===== config.mk =====
export PLATFORM = sky130hd
export DESIGN_NAME = cc_unit
export DESIGN_NICKNAME = d
export VERILOG_FILES = /design/src/rtl/cc_unit.sv
export SDC_FILE = /design/constraint.sdc
export NUM_CORES = 1
export LEC_CHECK = 0
export ABC_AREA = 1
export BUFFER_PORTS_ARGS = -buffer_cell sky130_fd_sc_hd__buf_2
export CAP_MARGIN = 20
export CORE_AREA = 2 2 82 84
export CTS_CLUSTER_DIAMETER = 200
export CTS_CLUSTER_SIZE = 24
export DETAILED_ROUTE_END_ITERATION = 16
export DIE_AREA = 0 0 84 86
export SYNTH_ARGS = -nofsm -noshare
export SYNTH_HDL_FRONTEND = slang
export SYNTH_SLANG_ARGS = --single-unit
export TNS_END_PERCENT = 100

===== constraint.sdc =====
create_clock -name clk -period 0.9 [get_ports clk]
set_input_delay 0.09 -clock clk [delete_from_list [all_inputs] [get_ports clk]]
set_output_delay 0.09 -clock clk [all_outputs]
set_load 0.02 [all_outputs]

===== src/rtl/cc_unit.sv =====
// Y86-64 execute-stage condition codes: derives ZF/SF/OF from the ALU,
// holds them in the CC register and evaluates cnd for jXX/cmovXX in E.
module cc_unit #(
    parameter int N = 64
) (
    input  logic         clk,
    input  logic         rst_n,
    input  logic [3:0]   e_icode,
    input  logic [3:0]   e_ifun,
    input  logic [N-1:0] alu_a,
    input  logic [N-1:0] alu_b,
    input  logic [N-1:0] alu_out,
    input  logic         m_exc,
    input  logic         w_exc,
    input  logic         stall,
    output logic         zf,
    output logic         sf,
    output logic         of,
    output logic         cnd,
    output logic         set_cc
);

    localparam logic [3:0] I_OPQ = 4'd6;

    logic sa, sb, so;
    logic nzf, nsf, nof;

    assign sa = alu_a[N-1];
    assign sb = alu_b[N-1];
    assign so = alu_out[N-1];

    // ifun above 3 is an illegal OPq; decode reports INS, CC must not move
    assign set_cc = (e_icode == I_OPQ) & (e_ifun[3:2] == 2'b00)
                  & ~m_exc & ~w_exc & ~stall;

    always_comb begin
        nzf = (alu_out == '0);
        nsf = so;
        nof = 1'b0;
        case (e_ifun[1:0])
            2'd0:    nof = (sa == sb) & (so != sb);
            2'd1:    nof = (sa != sb) & (so != sb);
            default: nof = 1'b0;
        endcase
    end

    always_ff @(posedge clk or negedge rst_n) begin
        if (!rst_n) begin
            zf <= 1'b1;
            sf <= 1'b0;
            of <= 1'b0;
        end else if (set_cc) begin
            zf <= nzf;
            sf <= nsf;
            of <= nof;
        end
    end

    // Evaluated from registered flags only: the OPq currently in E never bypasses
    always_comb begin
        cnd = 1'b0;
        case (e_ifun)
            4'd0:    cnd = 1'b1;
            4'd1:    cnd = (sf ^ of) | zf;
            4'd2:    cnd = sf ^ of;
            4'd3:    cnd = zf;
            4'd4:    cnd = ~zf;
            4'd5:    cnd = ~(sf ^ of);
            4'd6:    cnd = ~(sf ^ of) & ~zf;
            default: cnd = 1'b0;
        endcase
    end

endmodule

# After elaboration in Yosys (flattened, before gate mapping)
# Index checks and enable logic that the tools add are counted.
# word_totals
latch_bits	0
memories	0
word_cells	34
in_bits	205
mem_bits_ro	0
mem_bits_rw	0
output_inout_bits	5
regBits	3
# classes
mux	2
shift	0
n_eq_ne	11
n_bitwise	14
reduce_logical	4
magnitude_cmp	0
mul	0
div	0
addsub	0
# ops
operator	count
$logic_not 64->1	1
$eq 4x3->1 const B	4
$eq 4x2->1 const B	2
$and 1x1->1	7
$pmux 1 s7	1
$not 1->1	5
$eq 4x1->1 const B	1
$logic_not 2->1	2
$logic_not 4->1	1
$eq 2x1->1 const B	1
$ne 1x1->1	2
$pmux 1 s2	1
$eq 1x1->1	1
$or 1x1->1	1
$xor 1x1->1	1

# Longest topological paths before layout
# depth
depth_word	5
mapped_depth	7
mapped_depth_nobuf	7

# Worst setup path before layout
# No wires, ideal clock.
# synth_timing
kind	flip-flop to output port
startpoint	register of
endpoint	output port cnd
path_stages_with_launch	6
path_slack_ns	-0.355
arrival_time_ns	1.165
required_time_ns	0.810
cell_sequence	dfrtp_1 xor2_1 nand2_1 nand2_1 o21ai_1 nor2_1
# synth_via
elab_chain_cells	4
word_cells_on_any_way	5
# synth_rtl
element	line_no	source
start: declaration	18	output logic of,
start signal: assignment	55	of <= nof;
$xor 1x1->1 *	n/a	
$not 1->1	68, 69	
$and 1x1->1	69	4'd6: cnd = ~(sf ^ of) & ~zf;
$pmux 1 s7 *	62	case (e_ifun)
end: declaration	19	output logic cnd,
# Every way passes the cells marked *; elsewhere a longest branch is shown, timed or not.

# Worst setup path after layout
# layout_timing
startpoint	register zf
endpoint	output port cnd
# layout_via
elab_chain_cells	3
word_cells_on_any_way	4
# layout_rtl
element	line_no	source
start: declaration	16	output logic zf,
start signal: assignment	53	zf <= nzf;
$not 1->1	67, 69	
$and 1x1->1	69	
$pmux 1 s7 *	62	
# Marks and branches as above.

==> results.md <==
* # rows at 29
* Share of the synthesized area in the top cell type at 36.09%
* Initial antenna violation count at 0
* Crit start category: flop
* Number of synthesized flops with an enable pin at 0
* Avg Cell Area, Syn at approximately 4.7 sq um
* Post-Synth XOR/XNOR Area at under 10%
* Yosys cell types at 15
* Hold slack final at 0.1637 ns
* Vias at 973
* Routed length per instance at 8.064 um
* Post-Syn Area at 499.2 sq um
* Setup crit end kind: primary output
* CTS root buffer: clkbuf_8
* Top cell by count, worst path: nand2_1
* Die Wd at 84 um
* Final Hold Fails at 0
* Most common cell in the netlist: nor2_1
* Worst setup startpoint: zf
* Synth Area in Adders at 0%
* Diodes inserted at 0
* Slew @ Worst Pin at 0.2518 ns
* Clock H-tree levels at 1
* Total grt overflow at 0
* Post-DRT Antenna Nets at 0
* Worst skew pair latency at 0.22 ns
* Critical-path cell list: inv_2, nand2_1, a21oi_1, nand2_1, o21ai_1, nor2_2, buf_4
* Num CTS Buffers at 3
* Status: finished, violations left
* Clock Path Buffers at 2
* Worst r2r src: zf
* Register area share after synthesis at 15.29%
* Minimum clock period at 1.343 ns
* Max cap viols at 0
* # DRC at 0
* Critical Path AT at around 1.3 ns
* DP HPWL at ~2000 um
* Final Skew at 0 ns
* Yosys warns at 0
* M3 GR Usage at under 10%
* GPL Wtd Cong at a little under 0.7
* Final total power at 0.0008657 W
* Complex-gate fraction of the synthesized area at around 7.5%
* Io pins at 210
* Filler instances at 732
* Crit share post-route at 149.2%
* Crit Path Class: reg -> out
* CP max-delay cell: dfstp_2
* Drt first pass iters at 4
* Layout cells sized above 1 at ~52%
* Slew HR at approximately 83%
* Register area at 78.83 sq um
* Multi-input logic area at 402.9 sq um
* Finish-stage setup viols at 4
* Die H at 86 um
* Yosys reg bits at 3
* Largest family of logic cells by synthesized area: simple AND/OR/NAND/NOR gates
* Leak at about 0.65 nW
* Fmax at approximately 740 MHz
* Area growth syn-to-layout at 137.6%
* DR iter-0 viols at 25
* HP Class: in -> reg
* PD cells at 729.9 nW/um^2
* Final Net Count at 410
* RSZ-0062 raised after global routing: true
* First-pass GRT wire length at 3629 um
* Final WL at ~2300 um
* Vias in the first global route at 834
* Syn nets at 311
* Ys async rst share at between 90% and 100%
* Synth Area in Simple Gates at 67.67%
* Initial Util at 7.953%
* Largest cells by area after synthesis: nor2_1, nand2_1, dfrtp_1
* Hold_sp: alu_out[63]
* # port buffers at 83
* VDD IR max at 0.0002606 V
* Total track usage at 6.470%
* Failing checks: negative setup slack
* Largest net degree at the start of global routing at 7
* Commonest register cell after synthesis: dfrtp_1
* Mapped Cells at roughly 110
* Slew Viols, Final at 0
* Core ar. at 6277 sq um
* CP peak stage delay at about 0.53 ns
* Worst setup margin at -0.4432 ns
* Top Usage Layer GRT: met2
* Largest area contributor in the netlist: nor2_1
* CTS clk-pin slew, worst paths at 0.03 ns
* Commonest cells in the netlist: nor2_1, nand2_1, inv_1
* CTS tree: done
* Die area at a little over 7000 sq um
* Required @ worst endpoint at 0.81 ns
* M1 GR Usage at slightly below 8%
* Post-synthesis mux area share at 0%
* Clock Sinks at 3
* Met2 Use GR at 10.55%
* Crit Path Max Fanout at 2
* Vias per inst at 3.463
worst max-delay path, delay by kind of cell (launching register included):
kind | cells | cell delay, ns
AOI/OAI and AO/OA | 2 | 0.13
buffers and inverters | 2 | 0.18
and+or+nand+nor | 3 | 0.20
DFF | 1 | 0.53
kinds of logic (layout without fill, tap and decap cells):
kind of cell	after synthesis	count (layout)
buf+inv	8	106
xor+xnor	2	2
compound gates	7	7
simple gates	86	86
flops	3	3
through the flow:
stage	utilization, %	cells	TNS, ns	cell area (sq um)	setup WS [ns]
floorplan	-	106	-0.2295	511.7	-0.2295
global placement	17.14	273	-0.2989	1076	-0.2068
detailed placement	17.14	273	-0.2789	1076	-0.2208
CTS	18.72	280	-0.8461	1175	-0.4364
global route	18.90	281	-1.044	1186	-0.5396
finish	18.90	281	-0.8410	1186	-0.4432
final cells by class:
cell class / instances / share of cell area (%)
tap: 77 / 8.122
multi-input combinational: 95 / 33.97
inverter: 8 / 2.532
clock buffer: 4 / 3.797
timing repair buffer: 94 / 44.94
sequential: 3 / 6.646
final timing paths:
kind,slack [ns],cells after the start,to
max,-0.44,7,cnd
min,0.16,3,sf
max reg2reg,0.02,4,zf
min reg2reg,0.63,3,of
max in group asynchronous,0.49,2,zf
min in group asynchronous,0.21,2,of
report_power, final:
part           total, W  internal, W  switching [W]
Clock          0.000394     0.000302      0.0000919
Sequential     0.000143     0.000140     0.00000341
Combinational  0.000328     0.000195       0.000134
placed cells by master, fill, tap and decap left out:
| master | synthesis | layout |
|---|---|---|
| o211ai_1 | 1 | 1 |
| nand2_1 | 33 | 33 |
| clkbuf_8 | 0 | 3 |
| clkbuf_1 | 0 | 1 |
| a21oi_1 | 4 | 4 |
| nor2_1 | 48 | 47 |
| o21ai_1 | 2 | 2 |
| xor2_2 | 0 | 1 |
| nor2_2 | 1 | 2 |
| dfrtp_2 | 0 | 2 |
| nand4_1 | 2 | 2 |
| inv_1 | 6 | 5 |
| buf_2 | 0 | 79 |
| inv_2 | 2 | 3 |
| xnor2_1 | 1 | 1 |
| dlygate4sd3_1 | 0 | 1 |
| nand3_1 | 1 | 1 |
| buf_4 | 0 | 8 |
| dfstp_2 | 1 | 1 |
| nand3_2 | 1 | 1 |
| buf_6 | 0 | 6 |
routing by layer:
metal,vias up,share of wire [%]
li1,519,-
met2,76,43
met3,6,13
met4,0,2.5
met1,372,41
met5,-,0
sequential cells by signal, indices dropped and copies added, names as in the netlist:
signal  cells
zf          1
sf          1
of          1
timing repair:
action                                  CTS  global route
hold buffers                              1             0
pin swaps                                 1             2
resized for setup                         9             2
hold endpoints to repair                  3             0
buffers inserted                          2             2
endpoints found under the setup margin    5             5
Note: power is estimated with default switching activity, not from simulation.
